==> src/rtl/ps2_direction_decoder.sv <==
// ps2_direction_decoder: turns a PS/2 make/break scancode stream into held
// direction signals (arrow keys, optionally WASD), with a one-hot registered output.
`default_nettype none

module ps2_direction_decoder #(
  parameter bit          WASD_EN        = 1'b1,
  parameter logic [15:0] PREFIX_TIMEOUT = 16'd50000
) (
  input  logic       clock,
  input  logic       reset,
  input  logic       ps2_key_pressed,
  input  logic [7:0] ps2_out,
  output logic       upSig,
  output logic       rightSig,
  output logic       downSig,
  output logic       leftSig,
  output logic [2:0] dir_code,
  output logic       key_event
);

  typedef enum logic [1:0] {
    IDLE    = 2'd0,
    EXT     = 2'd1,
    BRK     = 2'd2,
    EXT_BRK = 2'd3
  } state_t;

  state_t      state_q, state_d;
  logic        prev_q;
  logic [3:0]  mask_q, mask_d;
  logic [2:0]  last_q, last_d;
  logic [15:0] cnt_q, cnt_d;
  logic        chg_q;
  logic [2:0]  dir_q;
  logic        ev_q;

  logic       accept;
  logic       wasd_v, arrow_v;
  logic [1:0] wasd_idx, arrow_idx;
  logic       mk, brk;
  logic [1:0] idx;
  logic [2:0] dir;

  assign accept = ps2_key_pressed & ~prev_q;

  // Mask bit index: 0 up, 1 right, 2 down, 3 left; direction code is index+1.
  always_comb begin
    wasd_v   = 1'b0;
    wasd_idx = 2'd0;
    case (ps2_out)
      8'h1D: begin wasd_v = WASD_EN; wasd_idx = 2'd0; end
      8'h23: begin wasd_v = WASD_EN; wasd_idx = 2'd1; end
      8'h1B: begin wasd_v = WASD_EN; wasd_idx = 2'd2; end
      8'h1C: begin wasd_v = WASD_EN; wasd_idx = 2'd3; end
      default: ;
    endcase
    arrow_v   = 1'b0;
    arrow_idx = 2'd0;
    case (ps2_out)
      8'h75: begin arrow_v = 1'b1; arrow_idx = 2'd0; end
      8'h74: begin arrow_v = 1'b1; arrow_idx = 2'd1; end
      8'h72: begin arrow_v = 1'b1; arrow_idx = 2'd2; end
      8'h6B: begin arrow_v = 1'b1; arrow_idx = 2'd3; end
      default: ;
    endcase
  end

  always_comb begin
    state_d = state_q;
    mask_d  = mask_q;
    last_d  = last_q;
    cnt_d   = cnt_q;
    mk      = 1'b0;
    brk     = 1'b0;
    idx     = 2'd0;
    if (accept) begin
      cnt_d = 16'd0;
      case (state_q)
        IDLE: begin
          if (ps2_out == 8'hE0)      state_d = EXT;
          else if (ps2_out == 8'hF0) state_d = BRK;
          else if (wasd_v) begin mk = 1'b1; idx = wasd_idx; end
        end
        EXT: begin
          if (ps2_out == 8'hF0) state_d = EXT_BRK;
          else begin
            state_d = IDLE;
            if (arrow_v) begin mk = 1'b1; idx = arrow_idx; end
          end
        end
        BRK: begin
          state_d = IDLE;
          if (wasd_v) begin brk = 1'b1; idx = wasd_idx; end
        end
        default: begin
          state_d = IDLE;
          if (arrow_v) begin brk = 1'b1; idx = arrow_idx; end
        end
      endcase
    end else if (state_q != IDLE) begin
      if (cnt_q == PREFIX_TIMEOUT - 16'd1) begin
        state_d = IDLE;
        cnt_d   = 16'd0;
      end else begin
        cnt_d = cnt_q + 16'd1;
      end
    end

    dir = {1'b0, idx} + 3'd1;
    if (mk && !mask_q[idx]) begin
      mask_d[idx] = 1'b1;
      last_d      = dir;
    end
    // Releasing the shown direction falls back to the highest-priority key still held.
    if (brk && mask_q[idx]) begin
      mask_d[idx] = 1'b0;
      if (last_q == dir) begin
        if (mask_d[0])      last_d = 3'd1;
        else if (mask_d[1]) last_d = 3'd2;
        else if (mask_d[2]) last_d = 3'd3;
        else if (mask_d[3]) last_d = 3'd4;
        else                last_d = 3'd0;
      end
    end
  end

  always_ff @(posedge clock) begin
    if (reset) begin
      state_q <= IDLE;
      prev_q  <= 1'b0;
      mask_q  <= 4'd0;
      last_q  <= 3'd0;
      cnt_q   <= 16'd0;
      chg_q   <= 1'b0;
      dir_q   <= 3'd0;
      ev_q    <= 1'b0;
    end else begin
      state_q <= state_d;
      prev_q  <= ps2_key_pressed;
      mask_q  <= mask_d;
      last_q  <= last_d;
      cnt_q   <= cnt_d;
      chg_q   <= (mask_d != mask_q) || (last_d != last_q);
      dir_q   <= last_q;
      ev_q    <= chg_q;
    end
  end

  assign dir_code  = dir_q;
  assign key_event = ev_q;
  assign upSig     = (dir_q == 3'd1);
  assign rightSig  = (dir_q == 3'd2);
  assign downSig   = (dir_q == 3'd3);
  assign leftSig   = (dir_q == 3'd4);

endmodule

`default_nettype wire

==> config.mk <==
export PLATFORM = sky130hd
export DESIGN_NAME = ps2_direction_decoder
export DESIGN_NICKNAME = d
export VERILOG_FILES = /design/src/rtl/ps2_direction_decoder.sv
export SDC_FILE = /design/constraint.sdc
export NUM_CORES = 1
export LEC_CHECK = 0
export BUFFER_PORTS_ARGS = -buffer_cell sky130_fd_sc_hd__buf_2
export CAP_MARGIN = 20
export CORE_ASPECT_RATIO = 1.75
export CORE_MARGIN = 2
export CORE_UTILIZATION = 24
export DETAILED_ROUTE_END_ITERATION = 8
export GPL_TIMING_DRIVEN = 0
export PLACE_DENSITY = 0.43
export SYNTH_ARGS = -nofsm -noshare
export SYNTH_HDL_FRONTEND = slang
export SYNTH_SLANG_ARGS = --single-unit
export TNS_END_PERCENT = 100
==> constraint.sdc <==
create_clock -name clock -period 5.2 [get_ports clock]
set_input_delay 1.3 -clock clock [delete_from_list [all_inputs] [get_ports clock]]
set_output_delay 1.3 -clock clock [all_outputs]
set_load 0.03 [all_outputs]
======== After elaboration in Yosys (flattened, before gate mapping) ========
Cells that the tools add are included.
W data, S select, Z words.
cells by class
  add/sub/neg operators ................... 2
  bitwise logic cells ..................... 5
  equal/unequal tests ..................... 21
  reduce and logical (&&, ||, !) cells .... 14
  mux-type cells .......................... 41
  magnitude comparators ................... 2
operators by type and width
  kind                     count
  $eq A8 B7 Y1 const B     4
  $eq A8 B5 Y1 const B     3
  $mux W2                  12
  $mux W3                  7
  $pmux W2 S3              3
  $add A16 B1 Y16 const B  1
  $eq A16 B16 Y1 const B   1
  $eq A8 B8 Y1 const B     2
  $mux W16                 1
  $mux W1                  11
  $eq A8 B6 Y1 const B     1
  $mux W4                  2
  $reduce_or A4 Y1         2
  $eq A3 B2 Y1 const B     2
  $reduce_bool A2 Y1       3
  $and A4 B4 Y4            1
  $ne A4 B4 Y1             1
  $ne A4 B4 Y1 const B     1
  $not A4 Y4               1
  $or A4 B4 Y4             1
  $pmux W1 S2              2
  $pmux W2 S2              1
  $reduce_or A2 Y1         2
  $add A2 B1 Y3 const B    1
  17 further kinds         19
word-level totals
  bits in registers ....................... 31
  output and inout port bits .............. 8
  logic and storage cells ................. 93

======== Logic depth before layout (Yosys ltp) ========
Gate-level depths: netlist (run 1).
  depth in word-level cells ............... 23
  gate-level depth with buffers ........... 15
  mapped depth without buffers ............ 14

======== Worst setup path after synthesis (run 1) ========
Ideal clock, no wire load.
  path type ............................... input port to flip-flop
  from .................................... input ps2_out[6]
  to ...................................... register chg_q
  setup slack ............................. 1.172 ns
  data arrival time ....................... 3.893 ns
  setup time .............................. 0.134 ns
  data required time ...................... 5.066 ns
  path buffers ............................ 0
  stages on the path ...................... 13
  path through ............................ or4b_1 > or4_4 > o211ai_4 > nand2_1 > inv_1 > ha_1 > nand2b_1 > a31oi_1 > a211oi_1 > nand2_1 > a221o_1 > a22oi_1 > a31oi_1
on the way
  longest elaborated chain between the ends .. 23
  elaborated cells between the ends (all ways) .. 59
  those cells by class .................... add/sub (1); order compare (2); eq/ne (13); mux (33); bitwise (3); reduce/logical (7)
RTL lines
  element                                       line    text
  start: declaration                            12      input logic [7:0] ps2_out,
  $eq A8 B5 Y1 or $eq A8 B6 Y1 (tied branches)  50      case (ps2_out)
  $reduce_or A4 Y1 (no line)                    -
  $mux W1                                       50
  $mux W2                                       82, 93
  $mux W2                                       81      else if (ps2_out == 8'hF0) state_d = BRK;
  $mux W2                                       80      if (ps2_out == 8'hE0) state_d = EXT;
  $pmux W2 S3                                   78      case (state_q)
  $mux W2                                       76      if (accept) begin
  [7 not listed]                                -
  $mux W3                                       121     else if (mask_d[3]) last_d = 3'd4;
  $mux W3                                       120     else if (mask_d[2]) last_d = 3'd3;
  $mux W3                                       119     else if (mask_d[1]) last_d = 3'd2;
  $mux W3                                       118     if (mask_d[0]) last_d = 3'd1;
  $mux W3                                       117     if (last_q == dir) begin
  $mux W3                                       115     if (brk && mask_q[idx]) begin
  $ne A3 B3 Y1                                  143     chg_q <= (mask_d != mask_q) || (last_d != last_q);
  $logic_or A1 B1 Y1 *                          143
  end signal: assignment                        143
  end: declaration                              33      logic chg_q;
Mark *: on every way between the ends. The rest lies on a longest branch, timed or not. The select of a mux whose other input is x is not followed.
A chain may end at the register's enable or synchronous reset.

======== Worst setup path in the final report (run 1) ========
Ends and elaborated chain as after synthesis.

==> results of run 1 <==
per-stage QoR:
stage	setup slack, ns	area [µm²]	util, %	hold slack, ns
after floorplan	1.17	1950	-	0.414
after global placement	0.671	2150	27.2	0.424
after detailed placement	0.673	2150	27.2	0.426
after CTS	0.957	2310	29.2	0.438
after global routing	0.726	2310	29.2	0.462
final	0.961	2310	29.2	0.434
Yosys cell counts, drive strengths merged, types with 4 or more instances:
| master | count |
|---|---|
| ha | 5 |
| or3 | 4 |
| xor2 | 9 |
| xnor2 | 6 |
| nor4b | 4 |
| clkbuf | 6 |
| a211oi | 7 |
| nor2 | 30 |
| a31oi | 4 |
| nand3b | 4 |
| o211ai | 5 |
| nand2b | 5 |
| nand2 | 17 |
| inv | 5 |
| nand3 | 7 |
| o21ai | 5 |
| dfxtp | 31 |
| or2 | 4 |
| nor3b | 5 |
| nor2b | 11 |
| a21oi | 16 |
| nand4 | 7 |
cell usage in the layout (no fill, tap or decap), drive strengths merged, types with 2 or more instances in the layout:
cell type   n
nand3       7
nand2b      5
xnor2       6
ha          5
mux2        2
and3b       2
nand4b      2
nor2       30
o21bai      2
nor4b       4
nor3        2
or3         4
o21ai       5
nor2b      11
inv         5
dfxtp      31
or4         2
buf        18
mux2i       3
a21oi      16
nand4       7
nand3b      4
a31oi       4
or2         4
or3b        2
nor3b       5
clkbuf     13
a211oi      7
xor2        9
o2111ai     2
o211ai      5
nand2      17
worst paths after layout:
check / startpoint / end / slack, ns / cells after the start
max reg2reg: state_q[0] / chg_q / 1.88 / 13
max: ps2_out[6] / chg_q / 0.96 / 14
min reg2reg: chg_q / key_event / 0.43 / 1
min: chg_q / key_event / 0.43 / 1
final cells by class:
type / count / area [µm²] / area share, %
multi-input cells: 190 / 1280 / 55.4
flip-flops and latches: 31 / 621 / 26.8
clock buffers: 7 / 153 / 6.60
well taps: 90 / 113 / 4.87
repair buffers: 17 / 85.1 / 3.68
plain buffers: 7 / 33.8 / 1.46
inverters: 5 / 18.8 / 0.812
clock inverters: 1 / 7.51 / 0.325
sequential cells by signal, indices dropped and copies added, names as in the netlist:
register	cells
chg_q	1
cnt_q	16
dir_code	3
key_event	1
last_q	3
mask_q	4
prev_q	1
state_q	2
per-layer routing:
layer  GRT usage [%]  vias to the layer above
li1                -                      893
met1            12.3                      787
met2            20.9                       22
met3            1.96                        6
met4            5.66                        0
met5               0                        -
power by group through the flow:
stage | Combinational [µW] | Clock (µW) | Sequential [µW]
after floorplan | 17.2 | 0 | 244
after global placement | 29.8 | 0 | 244
after detailed placement | 29.7 | 0 | 244
after CTS | 29.9 | 316 | 239
after global routing | 32.9 | 327 | 239
final | 29.1 | 308 | 239
logic make-up after synthesis:
| logic type | Yosys count | share of synthesized area (%) |
|---|---|---|
| AO/OA/AOI/OAI | 51 | 19.3 |
| buffers and inverters | 12 | 2.69 |
| XOR/XNOR | 15 | 6.72 |
| AND/OR/NAND/NOR | 114 | 33.3 |
| flip-flops | 31 | 31.8 |
| adder cells (fa/ha/maj) | 5 | 3.20 |
| multiplexers | 5 | 3.07 |
critical path, stage by stage:
cell and delay [ns]:
sky130_fd_sc_hd__buf_2 0.12, sky130_fd_sc_hd__or4b_1 0.53, sky130_fd_sc_hd__or4_4 0.46, sky130_fd_sc_hd__o211ai_4 0.15, sky130_fd_sc_hd__nand2_1 0.15, sky130_fd_sc_hd__inv_1 0.11
sky130_fd_sc_hd__ha_1 0.23, sky130_fd_sc_hd__nand2b_1 0.17, sky130_fd_sc_hd__a31oi_1 0.14, sky130_fd_sc_hd__a211oi_1 0.31, sky130_fd_sc_hd__nand2_1 0.09, sky130_fd_sc_hd__a221o_1 0.35
sky130_fd_sc_hd__a22oi_1 0.17, sky130_fd_sc_hd__a31oi_1 0.11
==> results.py, run 1 <==
metrics = {
    "status": {
        "result_of_the_run": "finished, final reports clean",
    },
    "yosys": {
        "yosys.area.top_type": "sky130_fd_sc_hd__dfxtp_1",
        "ys_dominant_reg_cell": "sky130_fd_sc_hd__dfxtp_1",
        "synth.top_cell.area_share_pct": 31.8,
        "syn-instance-count": 233,
        "synth-seq-cells": 31,
        "synth-async-reset-ratio_pct": 0,
        "synth.distinct_cells": 54,
        "synth_fp_nets": 249,
        "synth.avg_cell_area_um2": 8.39,
        "synth-seq-area-share_pct": 31.8,
        "post_synth_instance_area_mm2": 0.00195,
        "synth_area_leaders": "sky130_fd_sc_hd__dfxtp_1, sky130_fd_sc_hd__nor2_1, sky130_fd_sc_hd__a21oi_1, sky130_fd_sc_hd__xor2_1, sky130_fd_sc_hd__nor2b_1",
        "synth-warning-count": 0,
        "number_of_enable_type_register_cells_in_the_synthesized_netlist": 0,
    },
    "route": {
        "wl_met2_mm": 2.47,
        "wirelength_mm": 4.60,
        "drtIter0Drc": 62,
        "drt_pre_antenna_iters": 4,
        "routed_length_on_met1_mm": 1.95,
        "drt.antenna.violating_nets": 0,
        "top_signal_layer_used": "met4",
        "detail_route.vias_per_cell": 4.91,
        "wl_met3_um": 83,
        "detail_route.drc_violations": 0,
        "routed-via-count": 1708,
        "wire_per_inst_um": 13.2,
    },
    "global_routing": {
        "globalRouteTotalUtil_pct": 11.4,
        "grt_antenna_before_repair": 0,
        "gr-total-overflow": 0,
        "global_route_wire_length_before_repair_mm": 7.85,
        "grt_start_max_net_pins": 11,
        "number_of_global_route_vias_before_repair": 1616,
    },
    "setup_path": {
        "critPathKind": "input port to flip-flop",
        "cp.arrival_ns": 4.37,
        "end_kind": "flip-flop",
        "crit_path_max_fanout": 6,
        "critical_path_required_ns": 5.33,
        "critical_path.startpoint_type": "input port",
    },
    "cells_and_area": {
        "drive_gt1_share_pct": 14.3,
        "antenna-diode-count": 0,
        "fill_cells": 839,
        "fin_cells": 348,
        "syn_to_final_growth_pct": 18.3,
        "final_net_count": 273,
    },
    "cts": {
        "post_cts_hold_fix_bufs": 0,
        "clk-insertion-delay-late_ns": 0.28,
        "cts_bufs_inserted": 5,
        "tritoncts_clock_tree": "built",
        "cts_root_buffer": "sky130_fd_sc_hd__clkbuf_16",
        "clk_path_buf_depth": 2,
        "cts_setup_buffers": 0,
        "tritoncts_num_sinks": 31,
        "clock_tree.htree_level_count": 2,
        "number_of_gates_given_a_new_drive_strength_after_cts": 0,
        "clk_pin_slew_ns": 0.05,
    },
    "job": {
        "maxCapViolCount": 0,
    },
    "timing": {
        "finalSetupViolations": 0,
        "period_needed_ns": 4.24,
        "drv_slew": 0,
        "achievable-frequency_mhz": 236,
        "timing_worst_slew_pin_value_ns": 0.513,
        "setup_tns_ns": 0,
        "grt_setup_unrepaired": "false",
        "slew-limit-headroom_pct": 65.8,
        "timing.final.crit_share_pct": 81.5,
        "hold_viol": 0,
        "timing.clock.skew_ns": 0.00624,
    },
    "placement": {
        "io_buffers": 17,
        "placed_cells_incl_taps": 340,
        "gp_congestion": 0.717,
        "dp.final_hpwl_mm": 3.59,
    },
    "power": {
        "combPwrFrac_pct": 5.1,
        "power_density_mw_per_mm2": 249,
        "power.static_leakage_uw": 0.000791,
        "design_power_total_uw": 576,
        "ir_drop_mv": 0.0987,
        "cell_internal_pwr_uw": 452,
        "clock_power_share_pct": 53.5,
        "share_seq_of_total_power_pct": 41.5,
        "net-switching-power_uw": 123,
        "power.switching_fraction_pct": 21.5,
    },
    "hold_path": {
        "hold_class": "flip-flop to flip-flop",
    },
    "floorplanning": {
        "fp.dieArea_mm2": 0.00891,
        "initial_utilization_pct": 24.7,
        "fp.coreArea_mm2": 0.00791,
        "design.portCount": 19,
        "std_cell_rows": 43,
        "die_w_um": 72.2,
        "die-height_um": 123,
    },
}
No activity file was read; power rests on OpenSTA's default activity.
==> run 2, diff against run 1 <==
==> constraint.sdc (replaced) <==
create_clock -name clock -period 4.1 [get_ports clock]
set_input_delay 1.025 -clock clock [delete_from_list [all_inputs] [get_ports clock]]
set_output_delay 1.025 -clock clock [all_outputs]
set_load 0.03 [all_outputs]
==> results.py, run 2 (synthesis gave the netlist of run 1 again) <==
metrics = {
    "cells_and_area": {
        "reg_top3": "cnt_q: 16 flops, mask_q: 4 flops",
        "mostFrequentLayoutCell": "sky130_fd_sc_hd__dfxtp_1",
        "largest_register_ff_count": 16,
        "final_net_count": 273,
        "drive_gt1_share_pct": 15.1,
        "fill_cells": 839,
        "most-common-layout-cells": "sky130_fd_sc_hd__dfxtp_1, sky130_fd_sc_hd__nor2_1, sky130_fd_sc_hd__nand2_1, sky130_fd_sc_hd__buf_2, sky130_fd_sc_hd__a21oi_1",
        "antenna-diode-count": 0,
        "postLayoutCoreUtil_pct": 29.5,
        "registers.top_by_ff_count": "cnt_q",
        "fin_cells": 348,
        "finish.instance_area_mm2": 0.00234,
        "syn_to_final_growth_pct": 19.5,
    },
    "route": {
        "drtIter0Drc": 60,
        "drt_pre_antenna_iters": 4,
        "drt.antenna.violating_nets": 0,
        "detail_route.vias_per_cell": 4.92,
        "wire_per_inst_um": 13.4,
        "routed-via-count": 1712,
        "wirelength_mm": 4.65,
        "detail_route.drc_violations": 0,
    },
    "floorplanning": {
        "die_w_um": 72.2,
        "fp.dieArea_mm2": 0.00891,
        "die-height_um": 123,
        "fp.coreArea_mm2": 0.00791,
        "initial_utilization_pct": 24.7,
        "design.portCount": 19,
        "std_cell_rows": 43,
    },
    "status": {
        "result_of_the_run": "finished, final reports clean",
    },
    "setup_path": {
        "cp.arrival_ns": 4.04,
        "critical_path.slowest_cell": "sky130_fd_sc_hd__or4b_1",
        "max_stage_delay_ns": 0.53,
        "cp_cell_sequence": "buf_2 -> or4b_1 -> or4_4 -> o211ai_4 -> nand2_1 -> inv_1 -> ha_1 -> nand2b_1 -> a31oi_1 -> a211oi_2 -> nand2_1 -> a221o_1 -> a22oi_1 -> a31oi_1",
        "crit_path_max_fanout": 6,
        "setup.reg_to_reg.worst_slack_ns": 0.77,
        "end_kind": "flip-flop",
        "critical_path.startpoint_type": "input port",
        "timing.critical_path.buf_inv": 2,
        "critPathKind": "input port to flip-flop",
        "critical_path.top_delay_family": "simple AND/OR/NAND/NOR gates",
        "critical_path_required_ns": 4.23,
    },
    "timing": {
        "whs_ns": 0.434,
        "achievable-frequency_mhz": 256,
        "timing.final.crit_share_pct": 95.3,
        "finalSetupViolations": 0,
        "grt_setup_unrepaired": "false",
        "timing.clock.skew_ns": 0.00622,
        "drv_slew": 0,
        "slew-limit-headroom_pct": 65.6,
        "timing_worst_slew_pin_value_ns": 0.516,
        "hold_viol": 0,
        "period_needed_ns": 3.91,
    },
    "global_routing": {
        "gr-total-overflow": 0,
        "globalRouteTotalUtil_pct": 11.4,
        "grt_start_max_net_pins": 11,
        "global_route_wire_length_before_repair_mm": 7.85,
        "number_of_global_route_vias_before_repair": 1616,
        "grt_antenna_before_repair": 0,
    },
    "cts": {
        "tritoncts_num_sinks": 31,
        "post_cts_hold_fix_bufs": 0,
        "cts_bufs_inserted": 5,
        "clk-insertion-delay-late_ns": 0.28,
        "clock_tree.htree_level_count": 2,
        "clk_path_buf_depth": 2,
        "cts_root_buffer": "sky130_fd_sc_hd__clkbuf_16",
        "clk_pin_slew_ns": 0.05,
        "tritoncts_clock_tree": "built",
    },
    "placement": {
        "gp_congestion": 0.717,
        "placed_cells_incl_taps": 340,
        "io_buffers": 17,
        "dp.final_hpwl_mm": 3.59,
        "placed_cell_area_mm2": 0.00215,
    },
    "power": {
        "power_density_mw_per_mm2": 313,
        "design_power_total_uw": 731,
        "ir_drop_mv": 0.125,
        "power.static_leakage_uw": 0.000794,
    },
    "hold_path": {
        "hold_class": "flip-flop to flip-flop",
    },
    "job": {
        "maxCapViolCount": 0,
    },
}
[run 2: cell counts in the layout (fill, tap and decap cells not counted)]
No cell type changed its count.
[run 2: metal layers]
layer	vias to the layer above	global-route usage (%)	part of all wire (%)
met5	-	0	0
li1	893	-	-
met3	6	1.96	1.8
met1	791	12.3	42
met4	0	5.66	2.2
met2	22	20.9	54
[run 2: metrics by stage]
step	TNS, ns	setup WS (ns)
final	0	0.192
after global routing	0	0.0229
after CTS	0	0.132
after detailed placement	-0.200	-0.152
after global placement	-0.201	-0.154
after floorplan	0	0.347
[run 2: path summary, 6_finish.rpt]
| kind | start | to | cells after the start |
|---|---|---|---|
| worst max-delay path | ps2_out[6] | chg_q | 14 |
| worst min register to register | chg_q | key_event | 1 |
| worst max register to register | state_q[0] | chg_q | 13 |
| worst min-delay path | chg_q | key_event | 1 |
[run 2: cell type report]
cell class | count | area (µm²) | area share, %
sequential | 31 | 621 | 26.6
inverter | 5 | 18.8 | 0.803
multi-input combinational | 190 | 1310 | 55.9
tap | 90 | 113 | 4.82
timing repair buffer | 17 | 85.1 | 3.64
clock buffer | 7 | 153 | 6.53
clock inverter | 1 | 7.51 | 0.321
buffer | 7 | 33.8 | 1.45
[run 2: power by group]
group,switching [µW],internal (µW)
clock network,133,258
registers,0.548,302
logic,24.1,13.6
total,158,574
[run 2: what timing repair did]
action / in CTS / in global routing
gates resized for setup: 0 / 3
endpoints found under the setup margin: 0 / 1
setup buffers: 0 / 0
[run 2: worst reg2reg max path, cell delays in order (launching register included)]
cell and delay (ns):
sky130_fd_sc_hd__dfxtp_1 0.52, sky130_fd_sc_hd__nand4b_1 0.32, sky130_fd_sc_hd__a211oi_1 0.38, sky130_fd_sc_hd__nor2_1 0.11, sky130_fd_sc_hd__nor2_1 0.20, sky130_fd_sc_hd__inv_1 0.09
sky130_fd_sc_hd__ha_1 0.27, sky130_fd_sc_hd__nor2_1 0.22, sky130_fd_sc_hd__a31oi_1 0.13, sky130_fd_sc_hd__a211oi_2 0.25, sky130_fd_sc_hd__nand2_1 0.07, sky130_fd_sc_hd__a221o_1 0.34
sky130_fd_sc_hd__a22oi_1 0.17, sky130_fd_sc_hd__a31oi_1 0.11
